--- config.mk ---
export PLATFORM = sky130hd
export DESIGN_NAME = cpc_pi_mailbox
export DESIGN_NICKNAME = d
export VERILOG_FILES = /design/src/rtl/cpc_pi_mailbox.sv
export SDC_FILE = /design/constraint.sdc
export NUM_CORES = 1
export LEC_CHECK = 0
export BUFFER_PORTS_ARGS = -buffer_cell sky130_fd_sc_hd__buf_2
export CAP_MARGIN = 5
export CORE_MARGIN = 1
export CORE_UTILIZATION = 37
export CTS_CLUSTER_SIZE = 28
export DETAILED_ROUTE_END_ITERATION = 6
export PLACE_DENSITY_LB_ADDON = 0.05
export SYNTH_ARGS = -nofsm -noshare
export SYNTH_HDL_FRONTEND = slang
export SYNTH_SLANG_ARGS = --single-unit
--- constraint.sdc ---
create_clock -name CLK -period 3.95 [get_ports CLK]
set_input_delay 0.395 -clock CLK [delete_from_list [all_inputs] [get_ports CLK]]
set_output_delay 0.395 -clock CLK [all_outputs]
set_load 0.01 [all_outputs]
--- src/rtl/cpc_pi_mailbox.sv ---
// cpc_pi_mailbox: one-byte-each-way mailbox between Z80 I/O on the CPC
// expansion bus and the Raspberry Pi GPIO bus (4-phase REQ/ACK handshakes).
//
// Ports:
//   CLK, RESET        - CPC bus clock; async active-high reset
//   A, D_IN           - Z80 address and write data
//   D_OUT, D_OE       - Z80 read data and bus drive enable
//   IOREQ_B, RD_B,
//   WR_B, M1_B        - Z80 strobes, active low
//   PI_DATA_OUT,
//   PI_TX_REQ,
//   PI_TX_ACK         - transmit handshake (block initiates)
//   PI_DATA_IN,
//   PI_RX_REQ,
//   PI_RX_ACK         - receive handshake (Pi initiates)
module cpc_pi_mailbox #(
    parameter logic [15:0] BASE_ADDR   = 16'hFD60,
    parameter int          SYNC_STAGES = 2
) (
    input  logic        CLK,
    input  logic        RESET,
    input  logic [15:0] A,
    input  logic [7:0]  D_IN,
    output logic [7:0]  D_OUT,
    output logic        D_OE,
    input  logic        IOREQ_B,
    input  logic        RD_B,
    input  logic        WR_B,
    input  logic        M1_B,
    output logic [7:0]  PI_DATA_OUT,
    output logic        PI_TX_REQ,
    input  logic        PI_TX_ACK,
    input  logic [7:0]  PI_DATA_IN,
    input  logic        PI_RX_REQ,
    output logic        PI_RX_ACK
);

    typedef enum logic [1:0] {
        TX_IDLE,
        TX_REQ,
        TX_WAIT
    } tx_state_e;

    typedef enum logic {
        RX_IDLE,
        RX_ACK
    } rx_state_e;

    logic                   sel;
    logic                   rd;
    logic                   wr;
    logic                   wr_ev;
    logic                   pop;
    logic                   ack_s;
    logic                   req_s;
    logic                   tx_clr;

    logic                   wr_q,       wr_d;
    logic                   rd_q,       rd_d;
    logic                   rd_a0_q,    rd_a0_d;
    logic [SYNC_STAGES-1:0] ack_sync_q, ack_sync_d;
    logic [SYNC_STAGES-1:0] req_sync_q, req_sync_d;
    logic [7:0]             tx_data_q,  tx_data_d;
    logic                   tx_full_q,  tx_full_d;
    logic                   tx_ovr_q,   tx_ovr_d;
    logic                   tx_req_q,   tx_req_d;
    tx_state_e              tx_state_q, tx_state_d;
    logic [7:0]             rx_data_q,  rx_data_d;
    logic                   rx_full_q,  rx_full_d;
    logic                   rx_ack_q,   rx_ack_d;
    rx_state_e              rx_state_q, rx_state_d;

    // IOREQ with M1 low is an interrupt acknowledge, never a port access.
    assign sel = !IOREQ_B && M1_B && (A[15:1] == BASE_ADDR[15:1]);
    assign rd  = sel && !RD_B;
    assign wr  = sel && !WR_B;

    // One write event per I/O cycle, however many wait states stretch it.
    assign wr_ev = wr && !wr_q;
    // Pop at the trailing edge of a data-port read.
    assign pop   = rd_q && !rd && !rd_a0_q;

    assign ack_s = ack_sync_q[SYNC_STAGES-1];
    assign req_s = req_sync_q[SYNC_STAGES-1];

    assign D_OE        = rd;
    assign D_OUT       = !rd  ? 8'h00 :
                         A[0] ? {5'b0, tx_ovr_q, rx_full_q, tx_full_q} :
                                rx_data_q;
    assign PI_DATA_OUT = tx_data_q;
    assign PI_TX_REQ   = tx_req_q;
    assign PI_RX_ACK   = rx_ack_q;

    always_comb begin
        wr_d       = wr;
        rd_d       = rd;
        rd_a0_d    = rd ? A[0] : rd_a0_q;
        ack_sync_d = {ack_sync_q[SYNC_STAGES-2:0], PI_TX_ACK};
        req_sync_d = {req_sync_q[SYNC_STAGES-2:0], PI_RX_REQ};
    end

    // Transmit side: Z80 fills the buffer, FSM hands it to the Pi.
    always_comb begin
        tx_state_d = tx_state_q;
        tx_req_d   = tx_req_q;
        tx_clr     = 1'b0;
        unique case (tx_state_q)
            TX_IDLE: begin
                if (tx_full_q && !ack_s) begin
                    tx_req_d   = 1'b1;
                    tx_state_d = TX_REQ;
                end
            end
            TX_REQ: begin
                if (ack_s) begin
                    tx_req_d   = 1'b0;
                    tx_clr     = 1'b1;
                    tx_state_d = TX_WAIT;
                end
            end
            TX_WAIT: begin
                if (!ack_s) begin
                    tx_state_d = TX_IDLE;
                end
            end
            default: begin
                tx_req_d   = 1'b0;
                tx_state_d = TX_IDLE;
            end
        endcase

        tx_data_d = tx_data_q;
        tx_full_d = tx_clr ? 1'b0 : tx_full_q;
        tx_ovr_d  = tx_ovr_q;
        if (wr_ev && A[0] && D_IN[2]) begin
            tx_ovr_d = 1'b0;
        end
        // A buffer being emptied on this edge can take the new byte.
        if (wr_ev && !A[0]) begin
            if (!tx_full_q || tx_clr) begin
                tx_data_d = D_IN;
                tx_full_d = 1'b1;
            end else begin
                tx_ovr_d  = 1'b1;
            end
        end
    end

    // Receive side: the Pi is stalled while the Z80 has not read the byte.
    always_comb begin
        rx_state_d = rx_state_q;
        rx_ack_d   = rx_ack_q;
        rx_data_d  = rx_data_q;
        rx_full_d  = pop ? 1'b0 : rx_full_q;
        unique case (rx_state_q)
            RX_IDLE: begin
                if (req_s && !rx_full_q) begin
                    rx_data_d  = PI_DATA_IN;
                    rx_full_d  = 1'b1;
                    rx_ack_d   = 1'b1;
                    rx_state_d = RX_ACK;
                end
            end
            RX_ACK: begin
                if (!req_s) begin
                    rx_ack_d   = 1'b0;
                    rx_state_d = RX_IDLE;
                end
            end
            default: begin
                rx_ack_d   = 1'b0;
                rx_state_d = RX_IDLE;
            end
        endcase
    end

    always_ff @(posedge CLK or posedge RESET) begin
        if (RESET) begin
            wr_q       <= 1'b0;
            rd_q       <= 1'b0;
            rd_a0_q    <= 1'b0;
            ack_sync_q <= '0;
            req_sync_q <= '0;
            tx_data_q  <= 8'h00;
            tx_full_q  <= 1'b0;
            tx_ovr_q   <= 1'b0;
            tx_req_q   <= 1'b0;
            tx_state_q <= TX_IDLE;
            rx_data_q  <= 8'h00;
            rx_full_q  <= 1'b0;
            rx_ack_q   <= 1'b0;
            rx_state_q <= RX_IDLE;
        end else begin
            wr_q       <= wr_d;
            rd_q       <= rd_d;
            rd_a0_q    <= rd_a0_d;
            ack_sync_q <= ack_sync_d;
            req_sync_q <= req_sync_d;
            tx_data_q  <= tx_data_d;
            tx_full_q  <= tx_full_d;
            tx_ovr_q   <= tx_ovr_d;
            tx_req_q   <= tx_req_d;
            tx_state_q <= tx_state_d;
            rx_data_q  <= rx_data_d;
            rx_full_q  <= rx_full_d;
            rx_ack_q   <= rx_ack_d;
            rx_state_q <= rx_state_d;
        end
    end

endmodule
# Word-level counts from Yosys, hierarchy flattened
# Index checks and enable logic that the tools add are counted.
# Widths: inputs -> output; s select.
dict set report word_totals {
  regBits 31
  ramBits 0
  elab_cells 79
  latchBits 0
  mem_bits_ro 0
  input_bits 40
  output_inout_bits 19
  mem_count 0
}
dict set report classes {
  n_addsub 0
  div 0
  n_mul 0
  reduce_logical 29
  order_cmp 0
  n_eq_ne 8
  shifts 0
  bitwise_logic 2
  mux 26
}
# cell n
set op_table {}
lappend op_table {{$mux 1} 17}
lappend op_table {{$mux 8} 2}
lappend op_table {{$eq 15x15->1 const B} 1}
lappend op_table {{$logic_and 1x1->1} 12}
lappend op_table {{$logic_not 1->1} 10}
lappend op_table {{$ne 2x2->1 const B} 5}
lappend op_table {{$mux 2} 3}
lappend op_table {{$pmux 2 s3} 1}
lappend op_table {{$reduce_and 2->1} 3}
lappend op_table {{$reduce_and 3->1} 2}
lappend op_table {{$pmux 1 s2} 2}
lappend op_table {{$pmux 1 s3} 1}
lappend op_table {{$eq 2x1->1 const B} 1}
lappend op_table {{$eq 2x2->1 const B} 1}
lappend op_table {{$logic_not 2->1} 1}
lappend op_table {{$not 1->1} 2}
lappend op_table {{$logic_or 1x1->1} 1}

# Logic depth before layout (Yosys ltp)
# Gate-level depths: netlist (run 1).
dict set report logic_depth {
  word_depth 10
  depth_mapped 5
}

# Worst setup path after synthesis (run 1)
# Ideal clock, no wire load.
dict set report synth_path {
  path_kind {input to output}
  startpoint {input port IOREQ_B}
  endpoint {output port D_OUT[3]}
  setup_slack_ns 1.815
  arrival_ns 1.740
  stages 5
  required_ns 3.555
  path_cell_list {nand4b_1 -> or4_1 -> or3_4 -> buf_6 -> nor3b_2}
}
dict set report synth_via {
  elab_chain_cells 5
}
# element line_no
set synth_rtl {}
lappend synth_rtl {{start: declaration} 26} ;# input logic IOREQ_B,
lappend synth_rtl {{$logic_not 1->1} 74} ;# assign sel = !IOREQ_B && M1_B && (A[15:1] == BASE_ADDR[15:1]);
lappend synth_rtl {{$logic_and 1x1->1 (2 in a row)} 74}
lappend synth_rtl {{$logic_and 1x1->1} 75} ;# assign rd = sel && !RD_B;
lappend synth_rtl {{$mux 8} 87} ;# assign D_OUT = !rd ? 8'h00 :
lappend synth_rtl {{end: declaration} 24} ;# output logic [7:0] D_OUT,
# No other way between the ends.

# Worst setup path in the final report (run 1)
dict set report layout_path {
  startpoint {input port IOREQ_B}
  endpoint {output port D_OUT[6]}
}
# Same word-level chain as after synthesis.

==> impl_metrics.json, run 1 <==
{
  "synth_edf_count": 0,
  "cp_common_cell": "buf_2",
  "ir_worst_vdd_mv": 0.175,
  "portBuffers": 58,
  "grt_max_degree": 32,
  "rsz0062_at_grt": "false",
  "seq_area_frac_synth": 0.585,
  "finalCritPeriodShare": 0.590,
  "grt_pass1_vias": 912,
  "crit_chain": "buf_2 -> nand4b_1 -> or4_1 -> or3_4 -> nor3b_2 -> buf_2",
  "grt_overflow": 0,
  "post_cts_buffers": 0,
  "stdcell_count": 212,
  "worstPathArrival_ns": 1.93,
  "syn_area_um2": 1330,
  "hold_violations": 0,
  "cp.required_ns": 3.56,
  "avgSynthCellArea_um2": 13.1,
  "netlist_top_cells_count": "dfrtp_1 (31), mux2_2 (17), nor2_1 (7), nor3b_2 (5)",
  "place_hpwl_um": 1900,
  "via_per_inst": 4.78,
  "drive_above_1_share": 0.548,
  "nets": 205,
  "initial_core_util": 0.391,
  "status": "finished, final reports clean",
  "critPathLaunch": "IOREQ_B",
  "clk_latency_ns": 0.32,
  "worstReg2RegStart": "wr_q",
  "cts-htree-levels": 2,
  "setup_viol": 0,
  "r2r-end": "PI_DATA_OUT[6]",
  "ys_warn_count": 0,
  "max_freq_mhz": 429,
  "fp.dieW_um": 61.9,
  "maxCapViolations": 0,
  "place_inst": 204,
  "crit_path_max_fanout": 11,
  "antenna_found_initial": 0,
  "grt_pass1_wl_um": 3900,
  "relSlewSlack": 0.735,
  "ys_types": 30,
  "postPlaceCellArea_um2": 1670,
  "die_y_um": 61.9,
  "n_antenna_cell": 0,
  "pin_count": 59,
  "worst_setup_path_end_kind": "output port",
  "cts_resized": 0,
  "grt_use_total": 0.144,
  "clockRootBuffer": "clkbuf_4",
  "ys_ff_latch": 31,
  "worst_setup_path_start_kind": "input port",
  "dieArea_um2": 3830,
  "hold-worst-slack_ns": 0.133,
  "finalPower_mw": 0.609,
  "yosysTopAreaCellShare": 0.585,
  "routabilityCongestion": 0.756,
  "setup.worst_path.class": "in -> out",
  "fill_cells": 304,
  "ys_dominant_reg_cell": "dfrtp_1",
  "cts_sinks": 31,
  "period_minus_slack_ns": 2.33,
  "p_leak_nw": 0.928,
  "drt_first_pass_iters": 4,
  "tightestPinTransition_ns": 0.397,
  "holdBufCountCts": 0,
  "syn-num-nets": 141,
  "maxSlewViolCount": 0,
  "clk_path_buf_depth": 2,
  "cp_slowest_stage_delay_ns": 0.48,
  "fin_worst_skew_ns": 0.00627,
  "synth.most_common_cell": "dfrtp_1",
  "cts_buffers": 5,
  "tritoncts": "built",
  "final_cell_area_um2": 1740,
  "routedWlPerCell_um": 12.0,
  "drt_wl_total_um": 2540,
  "yosys-top-cells-area": "dfrtp_1 (58%), mux2_2 (14%), nor3b_2 (4.7%), mux2i_1 (2.3%), nor2_1 (2.0%)",
  "power_density_nw_per_um2": 351,
  "synth_cells": 101,
  "drt_iter0_markers": 34,
  "reg2reg_depth": 4,
  "hold_class": "in -> async",
  "cpMaxStageDelayCell": "or3_4",
  "clk_pin_slew_worst_paths_ns": 0.09,
  "rows": 21,
  "drc_errors": 0,
  "async_reset_ff_frac": 1.00,
  "antenna_left": 0,
  "coreArea_um2": 3390,
  "area_growth_pct": 31.0,
  "synth_top_cell_by_area": "dfrtp_1",
  "fin_tns_setup_ns": 0,
  "vias": 1013,
  "ff2ff_setup_slack_ns": 2.26
}
==> where the power goes <==
part | internal [mW] | switching, mW
combinational | 0.0306 | 0.0291
sequential | 0.331 | 0.0124
clock | 0.105 | 0.102
total | 0.466 | 0.143
==> cell type report <==
| class | count | area, um^2 | area share |
|---|---|---|---|
| tap | 46 | 57.6 | 0.0331 |
| sequential | 31 | 776 | 0.446 |
| clock buffer | 8 | 68.8 | 0.0396 |
| multi-input combinational | 63 | 515 | 0.297 |
| inverter | 4 | 15.0 | 0.00864 |
| timing repair buffer | 60 | 305 | 0.176 |
==> flip-flops by register name, indices dropped and copies added, names as in the netlist, 2 cells and up <==
| name | count |
|---|---|
| tx_state_q | 2 |
| req_sync_q | 2 |
| ack_sync_q | 2 |
| rx_data_q | 8 |
| PI_DATA_OUT | 8 |
==> how the worst max path moves through the flow <==
stage	slack, ns	cells past startpoint	to
4_1_cts	1.61	6	D_OUT[6]
3_5_place_dp	1.61	6	D_OUT[6]
2_1_floorplan	1.82	5	D_OUT[3]
3_3_place_gp	1.64	6	D_OUT[3]
5_1_grt	1.52	6	D_OUT[6]
6_report	1.62	6	D_OUT[6]
==> per-layer routing <==
metal / global-route usage / share of wire / vias to the layer above
met2: 0.230 / 0.47 / 50
met1: 0.178 / 0.45 / 471
li1: - / - / 490
met4: 0.0762 / 0.0075 / 0
met3: 0.0414 / 0.078 / 2
met5: 0 / 0 / -
==> stage by stage <==
stage                     setup slack, ns   util
final                                1.62  0.513
after global routing                 1.52  0.513
after CTS                            1.61  0.513
after detailed placement             1.61  0.492
after global placement               1.64  0.492
after floorplan                      1.82      -
==> cell families after synthesis <==
kind of cell    count (synthesis)  share of synthesized area
flops                          31                      0.585
buf+inv                         7                     0.0264
xor+xnor                        1                    0.00660
simple gates                   32                      0.169
compound gates                 10                     0.0462
mux                            20                      0.167
==> layout by cell type (no fill, tap or decap) <==
cell type / netlist / final
xor2_1: 1 / 1
dfrtp_1: 31 / 31
inv_1: 4 / 4
clkbuf_1: 1 / 1
or4_1: 1 / 1
mux2i_1: 3 / 3
nand3_1: 2 / 2
o21ai_0: 3 / 3
nor4_1: 1 / 1
nor4bb_1: 1 / 1
nand3b_1: 1 / 1
and2_1: 1 / 1
buf_4: 0 / 2
or3_4: 1 / 1
clkbuf_8: 0 / 2
o21a_1: 1 / 1
mux2_2: 17 / 17
buf_2: 1 / 58
or3_1: 1 / 1
clkbuf_4: 0 / 5
o31ai_1: 2 / 2
nor2_1: 7 / 7
nand2_1: 4 / 4
nor3b_2: 5 / 5
and4b_2: 1 / 1
o41ai_1: 1 / 1
nand4b_1: 1 / 1
nor3_1: 1 / 1
nand4_1: 1 / 1
and4_1: 1 / 1
nor3b_1: 2 / 2
a21oi_1: 3 / 3
==> worst max-delay path: cells and delay by family <==
family        cells  cell delay, ns
simple gates      4            1.29
buf+inv           2            0.24
Power figures use the tool's default switching activity.
==> inputs of run 2 (changes only) <==
Clock period 3.95 ns to 2.2 ns, I/O delays scaled along.
==> impl_metrics.json, run 2 (synthesis gave the netlist of run 1 again) <==
{
  "status": "finished, final reports clean",
  "tightestPinTransition_ns": 0.398,
  "coreArea_um2": 3390,
  "clk_path_buf_depth": 2,
  "critPathLaunch": "IOREQ_B",
  "setup.worst_path.class": "in -> out",
  "routabilityCongestion": 0.712,
  "cts_buffers": 5,
  "place_hpwl_um": 1890,
  "clk_latency_ns": 0.33,
  "setup_viol": 0,
  "fin_tns_setup_ns": 0,
  "worst_setup_path_start_kind": "input port",
  "dieArea_um2": 3830,
  "tritoncts": "built",
  "nets": 209,
  "clockRootBuffer": "clkbuf_4",
  "drt_first_pass_iters": 3,
  "grt_pass1_wl_um": 3930,
  "fin_worst_skew_ns": 0.00352,
  "maxCapViolations": 0,
  "p_leak_nw": 0.945,
  "hold_class": "in -> reg",
  "rsz0062_at_grt": "false",
  "antenna_found_initial": 0,
  "grt_overflow": 0,
  "via_per_inst": 4.77,
  "maxSlewViolCount": 0,
  "die_y_um": 61.9,
  "drt_iter0_markers": 16,
  "grt_use_total": 0.150,
  "period_minus_slack_ns": 1.96,
  "final_cell_area_um2": 1780,
  "grt_pass1_vias": 936,
  "portBuffers": 58,
  "worstPathArrival_ns": 1.74,
  "cp.required_ns": 1.98,
  "vias": 1030,
  "rows": 21,
  "cts-htree-levels": 2,
  "final_cell_mix": "buf_2 (58), dfrtp_1 (31), mux2_2 (17), nor2_1 (7)",
  "layout_commonest_cell": "buf_2",
  "drt_wl_total_um": 2570,
  "crit_path_max_fanout": 11,
  "worst_setup_path_end_kind": "output port",
  "finalCritPeriodShare": 0.892,
  "relSlewSlack": 0.734,
  "cts_sinks": 31,
  "clk_pin_slew_worst_paths_ns": 0.09,
  "postPlaceCellArea_um2": 1680,
  "n_antenna_cell": 0,
  "max_freq_mhz": 509,
  "area_growth_pct": 33.9,
  "hold_violations": 0,
  "grt_max_degree": 32,
  "ir_worst_vdd_mv": 0.297,
  "drc_errors": 0,
  "routedWlPerCell_um": 11.9,
  "hold_path_startpoint": "WR_B",
  "drive_above_1_share": 0.541,
  "antenna_left": 0,
  "pin_count": 59,
  "power_density_nw_per_um2": 623,
  "hold-worst-slack_ns": 0.0579,
  "initial_core_util": 0.391,
  "post_cts_buffers": 0,
  "worstReg2RegStart": "wr_q",
  "fp.dieW_um": 61.9
}
[run 2: cell count changes in the layout (fill, tap and decap cells not counted), sizes merged]
cell and delta:
buf +1, dlygate4sd3 +3
[run 2: stage by stage]
stage	utilization	cells	setup WS, ns	power (mW)
floorplan	-	101	0.415	0.677
global placement	0.495	205	0.243	0.732
detailed placement	0.495	205	0.226	0.737
CTS	0.524	216	0.222	1.12
global route	0.524	216	0.126	1.16
finish	0.524	216	0.237	1.11
[run 2: cell type report]
class | instances | area (um^2)
tap | 46 | 57.6
timing repair buffer | 64 | 343
fill | 305 | 1610
inverter | 4 | 15.0
clock buffer | 8 | 68.8
sequential | 31 | 776
multi-input combinational | 63 | 515
[run 2: critical path: stages]
cell      delay [ns]
buf_2           0.09
nand4b_1        0.18
or4_1           0.44
or3_4           0.47
nor3b_2         0.19
buf_2           0.14
[run 2: metal layers]
metal,share of wire,track usage
met1,0.44,0.164
met2,0.45,0.238
met3,0.090,0.0600
met4,0.020,0.105
met5,0,0
[run 2: timing repair]
action | CTS | global route
endpoints found under the hold margin | 33 | 0
hold buffers | 3 | 0
gates resized for setup | 0 | 0
[run 2: worst paths after layout]
check                                 endpoint  slack [ns]  cells after the start
min in group asynchronous           rx_state_q        0.49                      4
worst min-delay path                      wr_q        0.06                      2
worst max register to register  PI_DATA_OUT[6]        0.53                      4
worst min register to register   ack_sync_q[1]        0.35                      0
max in group asynchronous         rx_data_q[6]        1.42                      4
worst max-delay path                  D_OUT[7]        0.24                      6
[run 2: report_power, final]
part | total (mW) | internal, mW | switching (mW)
Clock | 0.379 | 0.188 | 0.191
Combinational | 0.112 | 0.0595 | 0.0521
Sequential | 0.616 | 0.594 | 0.0224
Total | 1.11 | 0.841 | 0.266
